<file path="src/rtl/key_debounce_array.sv">
// key_debounce_array
//   Multi-channel push-button conditioner. Every channel is independent:
//   a two-flop synchroniser feeds a consecutive-stable-cycles debouncer.
//   A hold FSM then turns the debounced level into single-cycle strobes.
//
// Parameters
//   N_KEYS      number of channels (>= 1)
//   ACTIVE_LOW  1: pin reads 0 when pressed; 0: pin reads 1 when pressed
//   DB_CYCLES   consecutive disagreeing cycles needed to accept a change (>= 2)
//   LONG_CYCLES held cycles from the press strobe to key_long (> DB_CYCLES)
//   RPT_CYCLES  auto-repeat period after key_long; 0 disables repeat
//
// Ports
//   clk          system clock
//   rst_n        asynchronous active-low reset
//   key_in       raw, asynchronous button pins
//   key_level    debounced state, 1 = pressed
//   key_press    1-cycle strobe when a press is accepted
//   key_release  1-cycle strobe when a release is accepted
//   key_long     1-cycle strobe once per hold, LONG_CYCLES after key_press
//   key_rpt      1-cycle strobe every RPT_CYCLES after key_long while held
//
// All outputs come straight from flops. There is no combinational path
// from key_in to any output.

module key_debounce_array #(
  parameter int N_KEYS      = 5,
  parameter bit ACTIVE_LOW  = 1'b1,
  parameter int DB_CYCLES   = 1_000_000,
  parameter int LONG_CYCLES = 100_000_000,
  parameter int RPT_CYCLES  = 20_000_000
) (
  input  logic              clk,
  input  logic              rst_n,
  input  logic [N_KEYS-1:0] key_in,
  output logic [N_KEYS-1:0] key_level,
  output logic [N_KEYS-1:0] key_press,
  output logic [N_KEYS-1:0] key_release,
  output logic [N_KEYS-1:0] key_long,
  output logic [N_KEYS-1:0] key_rpt
);

  localparam int DB_W     = $clog2(DB_CYCLES);
  localparam int HOLD_W   = $clog2(LONG_CYCLES);
  localparam int RPT_W    = (RPT_CYCLES > 1) ? $clog2(RPT_CYCLES) : 1;
  localparam int RPT_LAST = (RPT_CYCLES > 0) ? RPT_CYCLES - 1 : 0;

  localparam logic [DB_W-1:0]   DB_LAST_C   = DB_W'(DB_CYCLES - 1);
  localparam logic [HOLD_W-1:0] HOLD_LAST_C = HOLD_W'(LONG_CYCLES - 1);
  localparam logic [RPT_W-1:0]  RPT_LAST_C  = RPT_W'(RPT_LAST);

  // Pin level when the button is not pressed.
  localparam logic RELEASED_PIN = ACTIVE_LOW;

  typedef enum logic [1:0] {
    ST_IDLE = 2'd0,
    ST_HOLD = 2'd1,
    ST_LONG = 2'd2
  } hold_state_e;

  for (genvar i = 0; i < N_KEYS; i++) begin : g_ch
    logic              sync1_q, sync2_q;
    logic              raw;
    logic [DB_W-1:0]   db_cnt_q, db_cnt_d;
    logic              level_q, level_d;
    logic              rise_evt, fall_evt;
    hold_state_e       state_q, state_d;
    logic [HOLD_W-1:0] hold_cnt_q, hold_cnt_d;
    logic [RPT_W-1:0]  rpt_cnt_q, rpt_cnt_d;
    logic              press_q, release_q, long_q, rpt_q;
    logic              long_d, rpt_d;

    // Normalise to 1 = pressed regardless of pin polarity.
    assign raw = sync2_q ^ RELEASED_PIN;

    always_comb begin
      // NOTE: every always_comb output gets a default first, so no path leaves
      // a variable unassigned and no latch is inferred.
      db_cnt_d   = db_cnt_q;
      level_d    = level_q;
      rise_evt   = 1'b0;
      fall_evt   = 1'b0;
      state_d    = state_q;
      hold_cnt_d = hold_cnt_q;
      rpt_cnt_d  = rpt_cnt_q;
      long_d     = 1'b0;
      rpt_d      = 1'b0;

      // Debounce. Any cycle of agreement restarts the count.
      if (raw == level_q) begin
        db_cnt_d = '0;
      end else if (db_cnt_q == DB_LAST_C) begin
        db_cnt_d = '0;
        level_d  = raw;
        rise_evt = raw;
        fall_evt = ~raw;
      end else begin
        db_cnt_d = db_cnt_q + DB_W'(1);
      end

      // Hold FSM. An accepted fall wins over a long/repeat strobe due on the
      // same edge.
      unique case (state_q)
        ST_IDLE: begin
          if (rise_evt) begin
            state_d    = ST_HOLD;
            hold_cnt_d = '0;
            rpt_cnt_d  = '0;
          end
        end
        ST_HOLD: begin
          if (fall_evt) begin
            state_d    = ST_IDLE;
            hold_cnt_d = '0;
          end else if (hold_cnt_q == HOLD_LAST_C) begin
            long_d     = 1'b1;
            state_d    = ST_LONG;
            hold_cnt_d = '0;
            rpt_cnt_d  = '0;
          end else begin
            hold_cnt_d = hold_cnt_q + HOLD_W'(1);
          end
        end
        ST_LONG: begin
          if (fall_evt) begin
            state_d   = ST_IDLE;
            rpt_cnt_d = '0;
          end else if (RPT_CYCLES != 0) begin
            if (rpt_cnt_q == RPT_LAST_C) begin
              rpt_d     = 1'b1;
              rpt_cnt_d = '0;
            end else begin
              rpt_cnt_d = rpt_cnt_q + RPT_W'(1);
            end
          end
        end
        default: begin
          state_d    = ST_IDLE;
          hold_cnt_d = '0;
          rpt_cnt_d  = '0;
        end
      endcase
    end

    // NOTE: state registers use non-blocking assignments, so every flop
    // samples the pre-edge values and the block order does not matter.
    always_ff @(posedge clk or negedge rst_n) begin
      if (!rst_n) begin
        // Synchroniser resets to the released pin level. A button held
        // through reset therefore re-qualifies and gives a fresh press.
        sync1_q    <= RELEASED_PIN;
        sync2_q    <= RELEASED_PIN;
        db_cnt_q   <= '0;
        level_q    <= 1'b0;
        state_q    <= ST_IDLE;
        hold_cnt_q <= '0;
        rpt_cnt_q  <= '0;
        press_q    <= 1'b0;
        release_q  <= 1'b0;
        long_q     <= 1'b0;
        rpt_q      <= 1'b0;
      end else begin
        sync1_q    <= key_in[i];
        sync2_q    <= sync1_q;
        db_cnt_q   <= db_cnt_d;
        level_q    <= level_d;
        state_q    <= state_d;
        hold_cnt_q <= hold_cnt_d;
        rpt_cnt_q  <= rpt_cnt_d;
        press_q    <= rise_evt;
        release_q  <= fall_evt;
        long_q     <= long_d;
        rpt_q      <= rpt_d;
      end
    end

    assign key_level[i]   = level_q;
    assign key_press[i]   = press_q;
    assign key_release[i] = release_q;
    assign key_long[i]    = long_q;
    assign key_rpt[i]     = rpt_q;
  end

endmodule

</file>
<file path="config.mk">
export PLATFORM = sky130hd
export DESIGN_NAME = key_debounce_array
export DESIGN_NICKNAME = d
export VERILOG_FILES = /design/src/rtl/key_debounce_array.sv
export SDC_FILE = /design/constraint.sdc
export NUM_CORES = 1
export LEC_CHECK = 0
export BUFFER_PORTS_ARGS = -buffer_cell sky130_fd_sc_hd__buf_2
export CORE_MARGIN = 2
export CORE_UTILIZATION = 58
export DETAILED_ROUTE_END_ITERATION = 16
export HOLD_SLACK_MARGIN = 0.02
export PLACE_DENSITY = 0.74
export SETUP_SLACK_MARGIN = 0.3
export SYNTH_ARGS = -nofsm -noshare
export SYNTH_HDL_FRONTEND = slang
export SYNTH_SLANG_ARGS = --single-unit
</file>
<file path="constraint.sdc">
create_clock -name clk -period 2.6 [get_ports clk]
set_input_delay 0.39 -clock clk [delete_from_list [all_inputs] [get_ports clk]]
set_output_delay 0.39 -clock clk [all_outputs]
set_load 0.1 [all_outputs]
</file>
* Word-level counts from Yosys, hierarchy flattened
Index checks and enable logic that the tools add are counted.
Storage, ports and cells: bits in registers 405, output and inout bits 25, word-level logic and storage cells 300
Operators by class: add/subtract/negate cells 15, equal/unequal tests 55, muxes and demuxes 135, bitwise logic cells 15, reduce and logical (&&, ||, !) cells 25
Operators with widths (number):
- two-way mux 25 bit | 25
- two-way mux 27 bit | 15
- case mux 27 bit (3 select lines) | 5
- case mux 25 bit (3 select lines) | 5
- two-way mux 20 bit | 10
- adder 27 x 1 -> 27 bit (second input constant) | 5
- == test 27 bit (second input constant) | 5
- adder 25 x 1 -> 25 bit (second input constant) | 5
- == test 25 bit (second input constant) | 5
- adder 20 x 1 -> 20 bit (second input constant) | 5
- == test 20 bit (second input constant) | 5
- two-way mux 1 bit | 50
- two-way mux 2 bit | 20
- inequality test 2 bit (second input constant) | 20
- case mux 2 bit (3 select lines) | 5
- AND reduction 3 bit | 10
- AND reduction 2 bit | 10
- inequality test 3 bit (second input constant) | 5
- NOT 1 bit | 15
- == test 2 x 1 -> 1 bit (second input constant) | 5
- == test 2 bit (second input constant) | 5
- logical NOT 2 bit | 5
- == test 1 bit | 5

* Depth between registers and ports, before layout
Gate-level depths: netlist of the first run.
word-level depth 5, mapped depth 9, gate-level depth less buffers 7

* Worst setup path after synthesis of the first run
Ideal clock, no wire load.
path kind reg2reg, from register g_ch[2].db_cnt_q[15], to register g_ch[2].rpt_cnt_q[18], library setup time 0.126 ns, arrival 2.536 ns, data required time 2.474 ns, path slack -0.062 ns, stages on the path, launching flop included 9, clock period less this slack 2.662 ns, path through dfrtp_1 > or4b_1 > or4_4 > o31a_4 > and2_4 > buf_6 > buf_6 > and3_1 > a221o_1
On the way: word-level cells in the longest chain between the ends 5
Ends and longest elaborated chain:
- start: declaration | line 64 | logic [DB_W-1:0] db_cnt_q, db_cnt_d;
- start signal: assignment | line 165 | db_cnt_q <= db_cnt_d;
- == test 20 bit (*) | line 92 | end else if (db_cnt_q == DB_LAST_C) begin
- two-way mux 1 bit | line 92
- two-way mux 1 bit | line 90 | if (raw == level_q) begin
- two-way mux 25 bit or inequality test 2 bit (tied branches)
- case mux 25 bit (3 select lines) or AND reduction 3 bit (tied branches)
- end signal: assignment | line 169 | rpt_cnt_q <= rpt_cnt_d;
- end: declaration | line 69 | logic [RPT_W-1:0] rpt_cnt_q, rpt_cnt_d;
Mark *: on every way between the ends. The rest lies on a longest branch, timed or not. A chain may end at the register's enable or synchronous reset.

* Worst setup path in the final report of the first run
from register g_ch[2].db_cnt_q[11], to register g_ch[2].rpt_cnt_q[7]
Same word-level chain as after synthesis.

==> results of run 1 <==
==> synth_stat cells (49+ instances only) <==
cell / number
nor3_1: 89
nor2_1: 219
a21oi_1: 126
inv_1: 71
dfrtp_1: 395
nand2_1: 229
xnor2_1: 51
a31oi_1: 74
xor2_1: 49
nand3_1: 199
or3_1: 79
o21ai_0: 134
and3_1: 88
nand4_1: 71
clkbuf_1: 81
==> worst max-delay path: stages, from the launching register on <==
cell and delay [ns]:
dfrtp_1 0.38, or4b_4 0.55, or4_4 0.46, o31a_4 0.35, and2_4 0.19, and3_4 0.17
a221o_1 0.26
==> per-layer routing <==
metal  global-route usage [%]  share of wire, %  up-vias
met5                        0                 0        -
met4                    9.568               2.4        0
met3                    3.696               4.7      124
met2                    44.81                49      560
met1                    36.29                44     9571
li1                         -                 -     9145
==> power by group through the flow <==
stage / sequential (W) / clock [W] / combinational, W
floorplan: 0.00647 / 0 / 0.0000603
detailed placement: 0.00648 / 0 / 0.000245
finish: 0.00637 / 0.00636 / 0.000261
global route: 0.00637 / 0.00672 / 0.000305
CTS: 0.00636 / 0.00647 / 0.000260
global placement: 0.00648 / 0 / 0.000239
==> worst max-delay path by stage <==
stage          slack (ns)                     end              startpoint  cells past startpoint
2_1_floorplan        0.06   g_ch[2].rpt_cnt_q[19]    g_ch[2].db_cnt_q[10]                      8
3_3_place_gp        -0.01    g_ch[2].rpt_cnt_q[0]    g_ch[2].db_cnt_q[10]                      6
3_5_place_dp        -0.09   g_ch[0].rpt_cnt_q[11]     g_ch[0].db_cnt_q[7]                      6
4_1_cts              0.17  g_ch[0].hold_cnt_q[19]  g_ch[0].hold_cnt_q[19]                      8
5_1_grt              0.08  g_ch[2].hold_cnt_q[24]   g_ch[2].hold_cnt_q[1]                      9
6_report             0.14    g_ch[2].rpt_cnt_q[7]    g_ch[2].db_cnt_q[11]                      6
==> placed cells by master, fill, tap and decap left out, types with 12 or more instances in the layout <==
master,netlist,final
o21ai_2,0,15
buf_6,2,28
and2_1,22,21
or3_1,79,71
a31oi_1,74,65
dfrtp_1,395,387
nand3_1,199,192
and4_1,38,36
clkbuf_16,0,58
a22o_1,21,21
xnor2_1,51,51
buf_4,26,144
nor3_1,89,80
a21oi_2,0,34
clkbuf_1,81,12
nor2_1,219,212
a221o_1,16,16
o21ai_1,2,46
a21o_1,16,15
nand2b_1,15,13
nand2_1,229,221
inv_1,71,70
buf_2,6,30
nand4_1,71,71
o21ai_0,134,74
a21oi_1,126,81
and3_1,88,77
buf_12,0,12
nor4_1,39,22
xor2_1,49,49
or2_2,20,17
mux2i_1,15,15
==> metrics by stage <==
step,hold slack (ns),std cells,worst slack [ns],instance area (um^2)
3_5_place_dp,0.3473,2879,-0.08769,22700
3_3_place_gp,0.3469,2879,-0.01214,22700
4_1_cts,0.3554,3014,0.1747,25150
2_1_floorplan,0.09441,2392,0.05579,21600
5_1_grt,0.3610,3071,0.08200,26600
6_report,0.3309,3071,0.1425,26600
==> what timing repair did <==
action / 4_1_cts / 5_1_grt
setup buffers: 28 / 42
pin swaps: 43 / 79
hold endpoints to repair: 53 / 0
hold buffers: 6 / 0
gates resized for setup: 133 / 218
cloned: 19 / 15
endpoints found under the setup margin: 224 / 257
==> sequential cells by signal (all words and copies together), names as in the netlist <==
register	count
g_ch.state_q	10
g_ch.press_q	5
g_ch.hold_cnt_q	135
g_ch.level_q	5
g_ch.rpt_q	5
g_ch.sync2_q	5
g_ch.sync1_q	5
g_ch.db_cnt_q	100
g_ch.rpt_cnt_q	125
g_ch.long_q	5
g_ch.release_q	5
==> layout make-up <==
| type | count | share of cell area (%) |
|---|---|---|
| timing repair buffer | 238 | 8.438 |
| clock buffer | 66 | 4.953 |
| tap | 468 | 2.201 |
| inverter | 71 | 1.011 |
| clock inverter | 16 | 0.5550 |
| multi-input combinational | 1807 | 44.66 |
| sequential | 405 | 38.18 |
==> cell families after synthesis <==
logic type                 count (synthesis)  share of synthesized area [%]
muxes                                     16                         0.7537
buffers and inverters                    194                          3.967
and+or+nand+nor                         1184                          28.91
adders and majority gates                 15                         0.8764
AOI/OAI and AO/OA                        478                          14.02
xor gates and xnor gates                 100                          4.090
DFF                                      405                          47.39
==> metrics.md, run 1 <==
| Metric | Value |
|---|---|
| Skew final | roughly 0.016 ns |
| Flop pwr share | 49.0% |
| Antenna-violating nets left | 0 |
| Total Wirelength | between 50,000 and 60,000 um |
| Die area | about 38,000 um^2 |
| Synth Net Count | approximately 2,400 |
| Setup slack, reg-to-reg | approximately 0.14 ns |
| Nets | between 2,000 and 3,000 |
| Row Count | 70 |
| Via density | roughly 6.3 |
| Critical path arrival | 2.92 ns |
| Final min period | approximately 2.5 ns |
| Initial antenna violation count | 0 |
| H-tree depth | 2 |
| Final Cycle Share | between 90% and 100% |
| Outcome | completed |
| Layout cells sized above 1 | ~22% |
| Gpl congestion | 0.8345 |
| VDD IR max | 0.5113 mV |
| Initial DRC Count | between 1,000 and 1,500 |
| Synth warn | 0 |
| Clk pwr share | between 40 and 50% |
| Sequential Area | 10,160 um^2 |
| R2R Path Start | g_ch[2].db_cnt_q[11] |
| Router iterations before antenna repair | 5 |
| Total GRT Usage | about 27% |
| Synth area leaders | dfrtp_1 (46%), nand3_1 (4.7%), nand2_1 (4.0%) |
| Post-synthesis cell type count | 75 |
| Sw Share | a little over a fifth |
| GRT Residual Overflow | 0 |
| Fin. max-slew vios | 0 |
| Clock Root Buffer | clkbuf_16 |
| RSZ-0062 raised after global routing | true |
| Area of the core | between 30,000 and 40,000 um^2 |
| Leakage | 11.30 nW |
| Vias in the first global route | between 15,000 and 20,000 |
| Clk Latency, worst-skew pair | slightly below 0.6 ns |
| Routed vias | between 15,000 and 20,000 |
| Final core occ | about 73% |
| Post-Syn Instances | roughly 2,400 |
| CP Capture Type | flop |
| Sw power | ~0.0029 W |
| Area occupied by multi-input gates | ~12,000 um^2 |
| Share of synthesized registers carrying an async set or reset | 100.0% |
| HP Class | in2async |
| Sink Count | a little over 400 |
| Cell Area, Synth | 21,410 um^2 |
| Worst-Margin Slew | ~1.1 ns |
| Total chip power | between 0.01 and 0.015 W |
| HPWL after DPL | between 30,000 and 40,000 um |
| Crit Reg-Reg Endpoint | g_ch[2].rpt_cnt_q[7] |
| IO Count | 32 |
| Die W | between 150 and 200 um |
| Synth top area share | between 40 and 50% |
| Yosys reg bits | between 400 and 500 |
| Pin count of the biggest net entering global routing | 66 |
| Pint | between 0.01 and 0.015 W |
| FILL cells | 2,555 |
| R2r worst-path depth | 6 |
| Register area share after synthesis | 47.39% |
| Max Cap Viol | 0 |
| Starting Density | 58.63% |
| DR WL/cell | about 18 um |
| CTS tree | yes |
| Chip height | about 200 um |
| Antenna diodes | 0 |
| Worst EP required | about 3.1 ns |
| Fmax | between 0.4 and 0.5 GHz |
| Comb power frac | about 2% |
| P&R area growth vs syn | 24.22% |
| Pwr/cell area | 488.3 nW/um^2 |
| Final hold violations | 0 |
| WS Path Type | reg2reg |
| Prevailing post-synth register cell | dfrtp_1 |
| Synth Area per Inst | about 9.0 um^2 |
| Post-route DRC | 0 |
| Clk buf depth | 3 |
| # port buffers | 31 |
| Critical Path Start Type | flop |
| Clock slew at reported path FFs | around 0.060 ns |
| Max-Slew Margin vs Limit | between 20% and 30% |
| Worst-path maximum fanout | 7 |
| Global-route wire length before repair | 88,000 um |
| EDFF count, synth | 0 |
| Setup TNS | 0 ns |
| Count of final setup violators | 0 |
| TritonCTS Buffers | 45 |
| Area leader, netlist | dfrtp_1 |
Note: power is estimated with default switching activity, not from simulation.
==> inputs of run 2 (changes only) <==
Settings changed: PLACE_DENSITY 0.74 to 0.77.
==> metrics.md, run 2 (synthesized netlist as in run 1, its figures left out) <==
| Metric | Value |
|---|---|
| Outcome | completed (unchanged) |
| TritonCTS Buffers | 45 (unchanged) |
| IO Count | 32 (unchanged) |
| Critical Path Start Type | flop (unchanged) |
| Nets | 2,621 (was 2,590) |
| Post-route DRC | 0 (unchanged) |
| Starting Density | 58.63% (unchanged) |
| Crit-path leading delay family | simple AND/OR/NAND/NOR gates (unchanged) |
| Vias in the first global route | 18,380 (was 18,700) |
| Post-Place Worst Slack | -0.1077 ns (was -0.08769 ns) |
| Clock Root Buffer | clkbuf_16 (unchanged) |
| HP Class | reg2reg (was in2async) |
| Worst-path maximum fanout | 13 (was 7) |
| CP Capture Type | flop (unchanged) |
| GRT Residual Overflow | 0 (unchanged) |
| Max Cap Viol | 0 (unchanged) |
| GRT met2 Usage | 44.02% (was 44.81%) |
| P&R area growth vs syn | 24.32% (was 24.22%) |
| Commonest non-fill, non-tap cell in the layout | dfrtp_1 (unchanged) |
| Skew final | 0.01553 ns (was 0.01638 ns) |
| Fin area | 26,620 um^2 (was 26,600 um^2) |
| HPWL after DPL | 30,850 um (was 30,990 um) |
| Gpl congestion | 0.8375 (was 0.8345) |
| Most frequent cell on the critical path | or4_4 |
| Final Non-Filler Cells | 3,100 (was 3,071) |
| Antenna diodes | 0 (unchanged) |
| Setup slack, reg-to-reg | 0.09 ns (was 0.14 ns) |
| Final core occ | 72.89% (was 72.83%) |
| Area of the core | 36,520 um^2 (unchanged) |
| Largest Register | g_ch.hold_cnt_q (unchanged) |
| Pin count of the biggest net entering global routing | 71 (was 66) |
| Row Count | 70 (unchanged) |
| Fin. max-slew vios | 0 (unchanged) |
| Slowest-stage cell, CP | or4_4 (was or4b_4) |
| Die W | 196.2 um (unchanged) |
| Via density | 6.320 (was 6.317) |
| Total Wirelength | 54,180 um (was 54,330 um) |
| CTS tree | yes (unchanged) |
| Router iterations before antenna repair | 6 (was 5) |
| Max-Slew Margin vs Limit | 39.74% (was 25.95%) |
| Most frequent cells in the layout | dfrtp_1 (388), nand2_1 (221), nor2_1 (212), nand3_1 (195), buf_4 (166) (was dfrtp_1 (387), nand2_1 (221), nor2_1 (212), nand3_1 (192), buf_4 (144)) |
| DR WL/cell | 17.48 um (was 17.69 um) |
| WS Path Type | reg2reg (unchanged) |
| RSZ-0062 raised after global routing | true (unchanged) |
| Final min period | 2.508 ns (was 2.458 ns) |
| Global-route wire length before repair | 85,700 um (was 88,000 um) |
| CP cell instances | or4_4, or4_4, a311oi_4, buf_4, nor3_4, buf_12, o21ai_2, o31ai_1 (was or4b_4, or4_4, o31a_4, and2_4, and3_4, a221o_1) |
| Clock slew at reported path FFs | 0.06 ns (about the same) |
| Pwr/cell area | 482.1 nW/um^2 (was 488.3 nW/um^2) |
| Initial DRC Count | 1,468 (was 1,315) |
| Final hold violations | 0 (unchanged) |
| Placed cell count | 2,887 (was 2,879) |
| Clk buf depth | 3 (unchanged) |
| Max stage delay on crit path | 0.63 ns (was 0.55 ns) |
| Met1 Usage GRT | 34.87% (was 36.29%) |
| Worst path bufs/invs | 2 (was 0) |
| Placed cell area | 22,740 um^2 (was 22,700 um^2) |
| Antenna-violating nets left | 0 (unchanged) |
| Total GRT Usage | 26.21% (was 26.90%) |
| Total chip power | 0.01284 W (was 0.01299 W) |
| Layout cells sized above 1 | 21.85% (was 21.63%) |
| Count of final setup violators | 0 (unchanged) |
| Critical path arrival | 2.94 ns (was 2.92 ns) |
| Worst EP required | 3.03 ns (was 3.06 ns) |
| VDD IR max | 0.5383 mV (was 0.5113 mV) |
| Max FFs per register | 135 (unchanged) |
| Initial antenna violation count | 0 (unchanged) |
| PnR worst setup slack | 0.09171 ns (was 0.1425 ns) |
| Fmax | 0.3987 GHz (was 0.4069 GHz) |
| Die area | 38,470 um^2 (unchanged) |
| # port buffers | 31 (unchanged) |
| Leakage | 11.39 nW (was 11.30 nW) |
| Final Cycle Share | 96.47% (was 94.52%) |
| Most Used Layer, Global Route | met2 (unchanged) |
| Chip height | 196.2 um (unchanged) |
| Largest registers | g_ch.hold_cnt_q x135, g_ch.rpt_cnt_q x125, g_ch.db_cnt_q x100 (unchanged) |
| Routed vias | 19,590 (was 19,400) |
| H-tree depth | 2 (unchanged) |
| Worst-Margin Slew | 0.9039 ns (was 1.111 ns) |
| GR Util met3 | 3.782% (was 3.696%) |
| Sink Count | 405 (unchanged) |
| Clk Latency, worst-skew pair | 0.57 ns (was 0.58 ns) |
run 2: cell count changes in the layout (fill, tap and decap cells not counted), sizes merged:
cell	delta
clkinvlp	-1
and2	+1
clkbuf	+1
clkinv	-5
or2	+1
inv	-3
a31oi	+1
buf	+34
run 2: worst paths after layout:
check                                       startpoint                    to  cells past startpoint
worst min-delay path                   g_ch[3].sync1_q       g_ch[3].sync2_q                      0
worst min register to register         g_ch[3].sync1_q       g_ch[3].sync2_q                      0
min in group asynchronous                        rst_n    g_ch[4].state_q[1]                      2
max in group asynchronous                        rst_n  g_ch[1].db_cnt_q[12]                      4
worst max-delay path            g_ch[0].hold_cnt_q[19]  g_ch[0].rpt_cnt_q[3]                      8
worst max register to register  g_ch[0].hold_cnt_q[19]  g_ch[0].rpt_cnt_q[3]                      8
run 2: stage by stage:
step                      setup TNS, ns  hold slack (ns)
after floorplan                       0          0.09441
after global placement         -0.01900           0.3478
after detailed placement         -1.710           0.3481
after CTS                             0           0.3584
after global routing                  0           0.3603
final                                 0           0.3574
run 2: worst reg2reg max path, stage by stage (launching register included):
cell      delay (ns)
dfrtp_1         0.40
or4_4           0.54
or4_4           0.63
a311oi_4        0.25
buf_4           0.17
nor3_4          0.04
buf_12          0.16
o21ai_2         0.13
o31ai_1         0.07
run 2: repair_timing:
item	CTS	global route
cloned	18	17
resized for setup	130	216
hold endpoints to repair	59	0
setup endpoints to repair	244	262
pin swaps	49	86
buffers inserted	47	45
hold buffers	6	0
run 2: where the power goes:
group	internal, W	leakage, nW	switching, W	total (W)
combinational	0.0000804	5.09	0.000184	0.000264
clock	0.00367	0.696	0.00253	0.00620
sequential	0.00634	5.60	0.0000299	0.00637
total	0.0101	11.4	0.00274	0.0128
run 2: layout make-up:
type | instances | area, um^2
Clock buffer | 73 | 1331
Clock inverter | 7 | 85.08
Fill cell | 2470 | 9899
Inverter | 71 | 266.5
Multi-Input combinational cell | 1810 | 11770
Sequential cell | 405 | 10160
Tap cell | 468 | 585.6
Timing Repair Buffer | 266 | 2426
run 2: per-layer routing:
metal | up-vias | part of all wire (%)
li1 | 9193 | -
met1 | 9551 | 43
met2 | 712 | 49
met3 | 136 | 5.9
met4 | 0 | 2.6
met5 | - | 0
==> inputs of run 3 (changes only) <==
Settings changed: CELL_PAD_IN_SITES_DETAIL_PLACEMENT set to 0, CELL_PAD_IN_SITES_GLOBAL_PLACEMENT set to 1, CORE_UTILIZATION 58 to 45, PLACE_DENSITY 0.77 to unset, PLACE_DENSITY_LB_ADDON set to 0.1, SETUP_SLACK_MARGIN 0.3 to unset.
==> metrics.md, run 3 (synthesized netlist as in run 1, its figures left out) <==
| Metric | Value |
|---|---|
| Outcome | completed (unchanged) |
| Antenna-violating nets left | 0 (unchanged) |
| GRT Residual Overflow | 0 (unchanged) |
| Clk Latency, worst-skew pair | 0.58 ns (was 0.57 ns) |
| Routed vias | 17,990 (was 19,590) |
| CTS tree | yes (unchanged) |
| Setup slack, reg-to-reg | 0.08 ns (was 0.09 ns) |
| P&R area growth vs syn | 15.45% (was 24.32%) |
| Clock slew at reported path FFs | 0.06 ns (about the same) |
| Max-Slew Margin vs Limit | 27.89% (was 39.74%) |
| Starting Density | 45.80% (was 58.63%) |
| Crit Reg-Reg Endpoint | g_ch[2].rpt_cnt_q[18] (was g_ch[0].rpt_cnt_q[3]) |
| Fin area | 24,720 um^2 (was 26,620 um^2) |
| CP cell instances | or4b_4, or4_4, o31a_4, and2_2, a221o_1 (was or4_4, or4_4, a311oi_4, buf_4, nor3_4, buf_12, o21ai_2, o31ai_1) |
| H-tree depth | 2 (unchanged) |
| Area of the core | 46,750 um^2 (was 36,520 um^2) |
| Max stage delay on crit path | 0.55 ns (was 0.63 ns) |
| Max FFs per register | 135 (unchanged) |
| Critical Path Start Type | flop (unchanged) |
| Skew final | 0.02114 ns (was 0.01553 ns) |
| Flop pwr share | 48.7% (was 49.6%) |
| Antenna diodes | 0 (unchanged) |
| Final min period | 2.523 ns (was 2.508 ns) |
| Layout cells sized above 1 | 12.50% (was 21.85%) |
| Pin count of the biggest net entering global routing | 71 (unchanged) |
| Setup TNS | 0 ns (unchanged) |
| Chip height | 222.1 um (was 196.2 um) |
| Initial antenna violation count | 0 (unchanged) |
| Clock Root Buffer | clkbuf_16 (unchanged) |
| Fmax | 0.3963 GHz (was 0.3987 GHz) |
| Fin. max-slew vios | 0 (unchanged) |
| Largest Register | g_ch.hold_cnt_q (unchanged) |
| GRT met2 Usage | 31.61% (was 44.02%) |
| Most frequent cells in the layout | dfrtp_1 (395), nand2_1 (229), nor2_1 (215), nand3_1 (199), o21ai_0 (132) (was dfrtp_1 (388), nand2_1 (221), nor2_1 (212), nand3_1 (195), buf_4 (166)) |
| Final Non-Filler Cells | 3,135 (was 3,100) |
| HPWL after DPL | 32,720 um (was 30,850 um) |
| IO Count | 32 (unchanged) |
| Total Wirelength | 49,340 um (was 54,180 um) |
| Worst-path maximum fanout | 17 (was 13) |
| Sw Share | 21.82% (was 21.37%) |
| # port buffers | 31 (unchanged) |
| Clk buf depth | 3 (unchanged) |
| Sw power | 0.002854 W (was 0.002743 W) |
| Worst-Margin Slew | 1.082 ns (was 0.9039 ns) |
| Largest registers | g_ch.hold_cnt_q x135, g_ch.rpt_cnt_q x125, g_ch.db_cnt_q x100 (unchanged) |
| Max Cap Viol | 0 (unchanged) |
| Leakage | 10.59 nW (was 11.39 nW) |
| Critical path arrival | 2.98 ns (was 2.94 ns) |
| Post-route DRC | 0 (unchanged) |
| Total GRT Usage | 20.16% (was 26.21%) |
| Count of final setup violators | 0 (unchanged) |
| GR Util met3 | 3.074% (was 3.782%) |
| HP Class | in2async (was reg2reg) |
| Most Used Layer, Global Route | met2 (unchanged) |
| Die area | 49,350 um^2 (was 38,470 um^2) |
| TritonCTS Buffers | 47 (was 45) |
| DR WL/cell | 15.74 um (was 17.48 um) |
| Die W | 222.1 um (was 196.2 um) |
| Comb power frac | 2.0% (was 2.1%) |
| Placed cell area | 23,050 um^2 (was 22,740 um^2) |
| Clk pwr share | 49.3% (was 48.3%) |
| Final hold violations | 0 (unchanged) |
| CP endpoint | g_ch[2].rpt_cnt_q[18] (was g_ch[0].rpt_cnt_q[3]) |
| Row Count | 79 (was 70) |
| Gpl congestion | 0.7854 (was 0.8375) |
| Worst EP required | 3.05 ns (was 3.03 ns) |
| R2r worst-path depth | 5 (was 8) |
| Sink Count | 405 (unchanged) |
| Slowest-stage cell, CP | or4b_4 (was or4_4) |
| Placed cell count | 3,044 (was 2,887) |
| Total chip power | 0.01308 W (was 0.01284 W) |
| Initial DRC Count | 1,219 (was 1,468) |
| VDD IR max | 0.4092 mV (was 0.5383 mV) |
| WS Path Type | reg2reg (unchanged) |
| Pwr/cell area | 529.0 nW/um^2 (was 482.1 nW/um^2) |
| Met1 Usage GRT | 29.46% (was 34.87%) |
| Router iterations before antenna repair | 5 (was 6) |
| Nets | 2,516 (was 2,621) |
| Pint | 0.01022 W (was 0.01009 W) |
| Via density | 5.739 (was 6.320) |
| CP Capture Type | flop (unchanged) |
| Global-route wire length before repair | 85,660 um (was 85,700 um) |
| Final Cycle Share | 97.04% (was 96.47%) |
| R2R Path Start | g_ch[2].db_cnt_q[10] (was g_ch[0].hold_cnt_q[19]) |
| Origin of the worst setup path | g_ch[2].db_cnt_q[10] (was g_ch[0].hold_cnt_q[19]) |
| Commonest non-fill, non-tap cell in the layout | dfrtp_1 (unchanged) |
| Vias in the first global route | 17,450 (was 18,380) |
[run 3: layer usage]
metal,vias to the layer above,wire length [um],part of all wire [%]
met5,-,0,0
met4,0,806,1.6
met3,66,1620,3.3
met2,239,22350,45
met1,8755,24570,50
li1,8932,-,-
[run 3: worst min-delay path by stage]
stage	endpoint	slack, ns	cells past startpoint
6_report	g_ch[4].rpt_q	0.33	2
5_1_grt	g_ch[4].rpt_cnt_q[17]	0.34	2
4_1_cts	g_ch[1].rpt_cnt_q[18]	0.31	2
3_5_place_dp	g_ch[4].rpt_q	0.34	1
3_3_place_gp	g_ch[4].rpt_q	0.33	1
2_1_floorplan	g_ch[0].db_cnt_q[0]	0.09	0
[run 3: final cells by class]
class | instances | area (um^2)
multi-input cells | 1794 | 10560
inverters | 71 | 266.5
flip-flops and latches | 405 | 10150
clock inverters | 15 | 103.9
clock buffers | 68 | 1398
fillers | 4304 | 22030
repair buffers | 175 | 1486
well taps | 607 | 759.5
[run 3: critical path: cells and delay by family (launching register included)]
kind	cells	cell delay (ns)
flops	1	0.40
compound gates	2	0.67
simple gates	3	1.35
[run 3: timing repair]
| item | 4_1_cts | 5_1_grt |
|---|---|---|
| buffers inserted | 0 | 1 |
| cloned | 0 | 1 |
| gates resized for setup | 1 | 18 |
| hold buffers | 6 | 0 |
| pin swaps | 0 | 1 |
| hold endpoints to repair | 45 | 0 |
| endpoints found under the setup margin | 17 | 101 |
[run 3: metrics by stage]
stage	hold slack (ns)	utilization (%)	setup slack (ns)
after floorplan	0.09441	-	0.0007592
after global placement	0.3345	49.30	-0.09298
after detailed placement	0.3374	49.30	-0.1273
after CTS	0.3137	52.65	0.01801
after global routing	0.3378	52.88	-0.01058
final	0.3335	52.88	0.07687
[run 3: power groups by stage]
stage          registers (W)   logic, W  clock network [W]
5_1_grt              0.00637   0.000305            0.00692
3_5_place_dp         0.00648   0.000266                  0
3_3_place_gp         0.00648   0.000261                  0
2_1_floorplan        0.00647  0.0000600                  0
4_1_cts              0.00636   0.000274            0.00666
6_report             0.00637   0.000259            0.00645
